<file path="config.mk">
export PLATFORM = sky130hd
export DESIGN_NAME = mantissa_unpack
export DESIGN_NICKNAME = d
export VERILOG_FILES = /design/src/rtl/mantissa_unpack.sv
export SDC_FILE = /design/constraint.sdc
export NUM_CORES = 1
export LEC_CHECK = 0
export ABC_AREA = 1
export CORE_MARGIN = 2
export CORE_UTILIZATION = 54
export DETAILED_ROUTE_END_ITERATION = 8
export MAX_ROUTING_LAYER = met4
export PLACE_DENSITY = 0.84
export SETUP_SLACK_MARGIN = 0.15
export SKIP_LAST_GASP = 1
export SYNTH_ARGS = -nofsm -noshare
export SYNTH_HDL_FRONTEND = slang
export SYNTH_SLANG_ARGS = --single-unit
export TNS_END_PERCENT = 1
</file>
<file path="constraint.sdc">
create_clock -name clk -period 3 [get_ports clk]
set_input_delay 0.45 -clock clk [delete_from_list [all_inputs] [get_ports clk]]
set_output_delay 0.45 -clock clk [all_outputs]
set_load 0.005 [all_outputs]
</file>
<file path="src/rtl/mantissa_unpack.sv">
// mantissa_unpack: restores a truncated mantissa into the 64-bit working field
// and normalizes it so the leading one sits at bit 61.
//
// Optional feature: define MANTISSA_UNPACK_STICKY_EN to add the 'sticky' output,
// the OR of the input bits discarded by the valid-bit mask.
//
// state    | meaning
// ---------+------------------------------------------------------------
// IDLE     | waiting for start; captures mantissa_in and k_in
// MASK     | derive nbt from k, mask the field, load the working register
// NORM     | shift left one bit per cycle until bit 61 is set or field is 0
// COMPLETE | publish result registers and pulse done
module mantissa_unpack #(
  parameter int NBT_BASE = 26
) (
  input  logic        clk,
  input  logic        rst_n,
  input  logic        start,
  input  logic [31:0] mantissa_in,
  input  logic [5:0]  k_in,
  output logic [63:0] mantissa_out,
  output logic [5:0]  norm_shift,
  output logic        zero,
  output logic        busy,
  output logic        done
`ifdef MANTISSA_UNPACK_STICKY_EN
  ,
  output logic        sticky
`endif
);

  typedef enum logic [1:0] {
    IDLE     = 2'd0,
    MASK     = 2'd1,
    NORM     = 2'd2,
    COMPLETE = 2'd3
  } state_t;

  state_t state, state_nxt;

  logic [31:0] mant_r;
  logic [5:0]  k_r;
  logic [63:0] work;
  logic [5:0]  shift_cnt;
  logic        zero_r;
`ifdef MANTISSA_UNPACK_STICKY_EN
  logic        sticky_r;
`endif

  logic signed [6:0] k_ext;
  logic signed [6:0] abs_k;
  logic signed [6:0] nbt_raw;
  logic [5:0]        nbt;
  logic [31:0]       mask;

  // Valid-bit count from the captured scale, clamped to 0..32, and its MSB mask.
  // |k| is formed in 7 bits so k = -32 does not wrap.
  always_comb begin
    k_ext   = {k_r[5], k_r};
    abs_k   = k_ext[6] ? -k_ext : k_ext;
    nbt_raw = k_ext[6] ? (7'(NBT_BASE + 1) - abs_k) : (7'(NBT_BASE) - k_ext);
    nbt     = 6'd0;
    if (nbt_raw[6]) begin
      nbt = 6'd0;
    end else if (nbt_raw > 7'sd32) begin
      nbt = 6'd32;
    end else begin
      nbt = nbt_raw[5:0];
    end
    mask = ~(32'hFFFF_FFFF >> nbt);
  end

  // State register.
  always_ff @(posedge clk or negedge rst_n) begin
    if (!rst_n) begin
      state <= IDLE;
    end else begin
      state <= state_nxt;
    end
  end

  // Next-state logic and busy flag.
  always_comb begin
    state_nxt = state;
    busy      = (state != IDLE);
    case (state)
      IDLE:     if (start) state_nxt = MASK;
      MASK:     state_nxt = NORM;
      NORM:     if ((work == 64'd0) || work[61]) state_nxt = COMPLETE;
      COMPLETE: state_nxt = IDLE;
      default:  state_nxt = IDLE;
    endcase
  end

  // Capture, masking, normalization shifts and result publication.
  always_ff @(posedge clk or negedge rst_n) begin
    if (!rst_n) begin
      mant_r       <= '0;
      k_r          <= '0;
      work         <= '0;
      shift_cnt    <= '0;
      zero_r       <= 1'b0;
      mantissa_out <= '0;
      norm_shift   <= '0;
      zero         <= 1'b0;
      done         <= 1'b0;
`ifdef MANTISSA_UNPACK_STICKY_EN
      sticky_r     <= 1'b0;
      sticky       <= 1'b0;
`endif
    end else begin
      done <= 1'b0;
      case (state)
        IDLE: begin
          if (start) begin
            mant_r <= mantissa_in;
            k_r    <= k_in;
          end
        end
        MASK: begin
          work      <= {2'b00, mant_r & mask, 30'b0};
          shift_cnt <= '0;
          zero_r    <= 1'b0;
`ifdef MANTISSA_UNPACK_STICKY_EN
          sticky_r  <= |(mant_r & ~mask);
`endif
        end
        NORM: begin
          if (work == 64'd0) begin
            zero_r <= 1'b1;
          end else if (!work[61]) begin
            work      <= work << 1;
            shift_cnt <= shift_cnt + 6'd1;
          end
        end
        COMPLETE: begin
          mantissa_out <= work;
          norm_shift   <= shift_cnt;
          zero         <= zero_r;
          done         <= 1'b1;
`ifdef MANTISSA_UNPACK_STICKY_EN
          sticky       <= sticky_r;
`endif
        end
        default: ;
      endcase
    end
  end

endmodule
</file>
### Word-level counts from Yosys, hierarchy flattened

Cells that the tools add are included.

| word-level totals | value |
|---|---|
| flip-flop bits (word level) | 183 |
| bits in latches | 0 |
| memory bits (writable) | 0 |
| memory bits (read-only) | 0 |
| input port bits | 41 |
| output and inout bits | 73 |
| word-level logic and storage cells | 53 |
| memories kept | 0 |

| cells by class | value |
|---|---|
| $add $sub $neg | 4 |
| $mul | 0 |
| div/mod/pow operators | 0 |
| $lt $le $gt $ge | 1 |
| equality and inequality tests | 8 |
| shift-type cells | 1 |
| multiplexer cells | 16 |
| bitwise operators | 2 |
| reductions and logical operators | 10 |

Operators with widths:

| operator | count |
|---|---|
| $mux 64 | 2 |
| $pmux 64 s2 | 1 |
| $logic_not 64->1 | 1 |
| $and 32x32->32 | 1 |
| $not 32->32 | 1 |
| $shr 32x6->32 const A | 1 |
| $mux 6 | 4 |
| $mux 7 | 2 |
| $pmux 6 s2 | 1 |
| $ne 2x2->1 const B | 5 |
| $pmux 2 s4 | 1 |
| $reduce_and 2->1 | 4 |
| $gt 7x7->1 const B | 1 |
| $neg 6->7 | 1 |
| $sub 6x6->7 const A | 1 |
| $sub 6x7->7 const A | 1 |
| $add 6x1->6 const B | 1 |
| $eq 2x2->1 const B | 2 |
| $mux 2 | 2 |
| $reduce_bool 2->1 | 2 |
| $reduce_and 3->1 | 1 |
| $eq 2x1->1 const B | 1 |
| $logic_not 2->1 | 1 |
| $mux 1 | 2 |
| 2 further kinds | 2 |

### Logic depth before layout (Yosys ltp)

| logic depth | value |
|---|---|
| word-level depth | 11 |
| mapped depth | 18 |
| mapped depth without buffers | 18 |

### Worst setup path before layout

OpenSTA, ideal clock, no wires.

| timing | value |
|---|---|
| kind | reg2reg |
| start | register k_r[0] |
| end | register work[60] |
| library setup time | 124 ps |
| arrival | 2066 ps |
| required time | 2876 ps |
| path slack | 810 ps |
| cell stages (with the launch flop) | 15 |
| buffers on the path | 0 |
| clock period less this slack | 2190 ps |
| cell sequence | dfrtp_1 inv_1 ha_1 nand2_1 nand2_1 nor2_1 nor2_2 ha_1 nand2_1 o21ai_1 inv_1 o21ai_1 nand3_1 nand3_1 nand3_1 |

| between the ends | value |
|---|---|
| cells in the longest elaborated chain, start to end | 11 |
| elaborated cells on any way between the ends | 12 |
| those cells by class | add/sub (3); order compare (1); shift (1); mux (5); bitwise (2) |

RTL lines:

| element | line | RTL |
|---|---|---|
| from (decl) | 42 | `logic [5:0] k_r;` |
| from (signal assigned) | 117 | `k_r <= k_in;` |
| $neg 6->7 | 60 | `abs_k = k_ext[6] ? -k_ext : k_ext;` |
| $mux 7 | 60 |  |
| $sub 6x7->7 | 61 | `nbt_raw = k_ext[6] ? (7'(NBT_BASE + 1) - abs_k) : (7'(NBT_BASE) - k_ext);` |
| $mux 7 (*) | 61 |  |
| $gt 7x7->1 | 65 | `end else if (nbt_raw > 7'sd32) begin` |
| $mux 6 | 65 |  |
| $mux 6 (*) | 63 | `if (nbt_raw[6]) begin` |
| $shr 32x6->32 (*) | 70 | `mask = ~(32'hFFFF_FFFF >> nbt);` |
| $not 32->32 (*) | 70 |  |
| $and 32x32->32 (*) | 121 | `work <= {2'b00, mant_r & mask, 30'b0};` |
| $pmux 64 s2 (*) | 113 | `case (state)` |
| to (signal assigned) | 121 |  |
| to (signal assigned) | 132 | `work <= work << 1;` |
| to (decl) | 43 | `logic [63:0] work;` |

Every way passes the cells marked *; elsewhere a longest branch is shown, timed or not.
A chain may end at the register's enable or synchronous reset.

### Final worst setup path

| timing | value |
|---|---|
| start | register k_r[0] |
| end | register work[61] |

The elaborated chain is that of the path after synthesis.

==> summary.md <==
| Metric | Value |
|---|---|
| Status | `complete, no violations` |
| Clock group share of total power | `0.181` |
| Post-synthesis cell type count | `36` |
| Synth Instances | `850` |
| Pre-antenna DRT Iters | `4` |
| Setup Buffers After CTS | `0` |
| DRC violations left | `0` |
| Placer Congestion | `0.940` |
| Slew headroom | `0.529` |
| Min-Delay Path Class | `input pin to asynchronous set/reset pin` |
| Worst path arrival time | `2820 ps` |
| Grt met2 use | `0.416` |
| Core Box Area | `0.0140 mm2` |
| HPWL Detailed | `12700 um` |
| M3 GR Usage | `0.0447` |
| Most Crowded Layer GR | `met2` |
| IO buf count | `111` |
| Slew Limit Fails | `0` |
| Yosys warns | `0` |
| GRT Total Usage | `0.249` |
| Global-route wire length before repair | `30500 um` |
| Required time worst endpoint | `3320 ps` |
| Largest net degree at the start of global routing | `67` |
| Sequential-to-total area share from yosys stat | `0.566` |
| Fin. Hold Viols | `0` |
| Sw frac | `0.417` |
| Avg Cell Area, Syn | `9.21 um2` |
| Total congestion overflow | `0` |
| Die X | `124 um` |
| Worst-Skew Late Latency | `430 ps` |
| Row cnt | `43` |
| Skew final | `8.42 ps` |
| Post-synth EDFFs | `0` |
| Fin crit period | `2510 ps` |
| Mux contribution to synthesized area | `0.0504` |
| Fmax achieved | `0.399 GHz` |
| Setup CP Type | `flop to flop` |
| # diodes | `0` |
| I/O pins | `114` |
| Post-route clock period utilization | `0.835` |
| RSZ-0062 raised after global routing | `false` |
| Die area | `0.0155 mm2` |
| Yosys top cell by area | `dfrtp_1` |
| Largest family of logic cells by synthesized area | `simple AND/OR/NAND/NOR gates` |
| Clock tree buffer depth | `2` |
| Internal | `7.12 mW` |
| Die Y-Extent | `124 um` |
| Final Setup Violations | `0` |
| Post-Synth Simple-Gate Area | `0.171` |
| Reg clk slew, reported paths | `70 ps` |
| CTS Buf Count | `17` |
| CTS tree | `built` |
| Share of synthesized registers carrying an async set or reset | `1.00` |
| Routed Antenna Nets | `0` |
| Most common flop cell mapped by yosys | `dfrtp_1` |
| Area Growth Syn to Fin | `24.2%` |
| Fillers | `1063` |
| Initial Utilization | `0.557` |
| Share of power burned in registers | `0.335` |
| Worst-path maximum fanout | `15` |
| Root buffer cell | `clkbuf_16` |
| Cell area power density | `1260 mW/mm2` |
| Vias per cell | `5.43` |
| Adder-Cell Fraction of Synth Area | `0.0144` |
| Fin util | `0.692` |
| Yosys top cell area share | `0.566` |
| Static Leak | `4.52 nW` |
| Via count | `6212` |
| Most common cell in the synthesized netlist | `dfrtp_1` |
| Vias in the first global route | `6218` |
| Met1 Usage GRT | `0.313` |
| #FFs+latches synth | `177` |
| Total Nets Final | `1002` |
| Synth Area in Compound Gates | `0.123` |
| Synthesized cell area | `0.00783 mm2` |
| Fraction of layout cells with a size suffix above 1 | `0.113` |
| Psw | `5.09 mW` |
| VDD IR max | `0.000861 V` |
| Critical path endpoint category | `flop` |
| Dominant cells by area after synthesis | `dfrtp_1 (57%), a21oi_1 (8.4%), nor2_1 (7.0%)` |
| Setup TNS | `0 ps` |
| DRT iter0 DRCs | `554` |
| Top cells by count, synth | `dfrtp_1 (177), nor2_1 (145), a21oi_1 (131), inv_1 (91), nand2_1 (78)` |
| Path depth of the worst reg2reg path | `16` |
| Max-Cap Viols | `0` |
| Initial antenna violation count | `0` |
| Combinational power share | `0.484` |
| Clk sinks | `177` |
| Fin cells | `1145` |
| Avg WL per Cell | `15.6 um` |
| Worst-Margin Slew | `706 ps` |
| Post-Synth XOR/XNOR Area | `0.00336` |
| Startpoint Class | `flop` |
| H-tree levels | `4` |
| Post-Route WL | `17900 um` |
| Placed Instances | `1112` |
final timing paths:
path / from / end / slack [ps]
worst max-delay path: k_r[0]$_DFFE_PN0P_ / work[61]$_DFFE_PN0P_ / 490
worst min-delay path: rst_n / mantissa_out[7]$_DFFE_PN0P_ / 490
worst max register to register: k_r[0]$_DFFE_PN0P_ / work[61]$_DFFE_PN0P_ / 490
worst min register to register: shift_cnt[5]$_DFFE_PN0P_ / shift_cnt[5]$_DFFE_PN0P_ / 490
max in group asynchronous: rst_n / mant_r[0]$_DFFE_PN0P_ / 1690
min in group clk: shift_cnt[5]$_DFFE_PN0P_ / shift_cnt[5]$_DFFE_PN0P_ / 490
stage by stage:
step	instance area, um2	hold WS [ps]	power [mW]	setup WS (ps)
6_report	9720	485	12.2	494
5_1_grt	9720	513	13.2	194
4_1_cts	9710	490	12.2	380
3_5_place_dp	9100	374	9.95	394
3_3_place_gp	9100	371	9.81	497
2_1_floorplan	7830	154	7.81	810
routing by layer:
layer  part of all wire  vias up  routed length [um]
met2               0.51      190                9090
met1               0.43     3004                7720
li1                   -     2992                   -
met5                  0        -                   0
met3              0.045       26                 805
met4              0.016        0                 283
worst max-delay path, cell delays in order (launching register included):
cell     delay, ps
dfrtp_1        420
inv_1          130
ha_1           200
nand2_1         60
nand2_1         60
nor2_1          60
nor2_2         170
ha_1           250
nand2_2         80
nand2_2         70
nand2_4         70
nand2_4        160
nand2_2        100
inv_2          180
nand2_1        130
o21ai_1        160
a21oi_1         80
power by group through the flow:
stage | combinational [mW] | clock (mW) | sequential, mW
finish | 5.91 | 2.21 | 4.09
global route | 6.61 | 2.35 | 4.21
CTS | 5.88 | 2.24 | 4.09
detailed placement | 5.83 | 0 | 4.12
global placement | 5.72 | 0 | 4.09
floorplan | 3.87 | 0 | 3.94
state kept, by name, summed over array words and instances, names as in the netlist:
signal,cells
k_r,6
work,61
zero,1
shift_cnt,6
mantissa_out,61
mant_r,32
state,2
zero_r,1
norm_shift,6
done,1
timing repair:
action / 4_1_cts / 5_1_grt
resized for setup: 0 / 2
hold endpoints to repair: 37 / 0
hold buffers: 1 / 0
endpoints found under the setup margin: 0 / 6
layout by cell type (no fill, tap or decap), types with 3 or more instances in the layout:
cell / count
a21oi_1: 131
buf_4: 11
clkbuf_16: 17
clkdlybuf4s50_1: 110
dfrtp_1: 177
ha_1: 8
inv_1: 91
inv_2: 4
inv_6: 5
mux2_2: 35
nand2_1: 77
nand2_2: 9
nand2_4: 3
nand3_1: 47
nand4_1: 9
nor2_1: 144
nor2_2: 7
nor3_1: 3
nor4_1: 6
o21ai_0: 6
o21ai_1: 3
o21bai_1: 3
o22ai_1: 28
cell families after synthesis:
logic type / count (synthesis)
buffers and inverters: 138
multiplexers: 35
adder cells (fa/ha/maj): 9
XOR/XNOR: 3
other: 1
AO/OA/AOI/OAI: 179
AND/OR/NAND/NOR: 308
flip-flops: 177
area by class of cell:
cell class	instances	area, um2	area share
multi-input cells	536	2870	0.295
repair buffers	125	1240	0.128
inverters	95	357	0.0367
clock buffers	19	453	0.0466
well taps	180	225	0.0232
clock inverters	13	143	0.0147
flip-flops and latches	177	4430	0.456
Power figures use the tool's default switching activity.
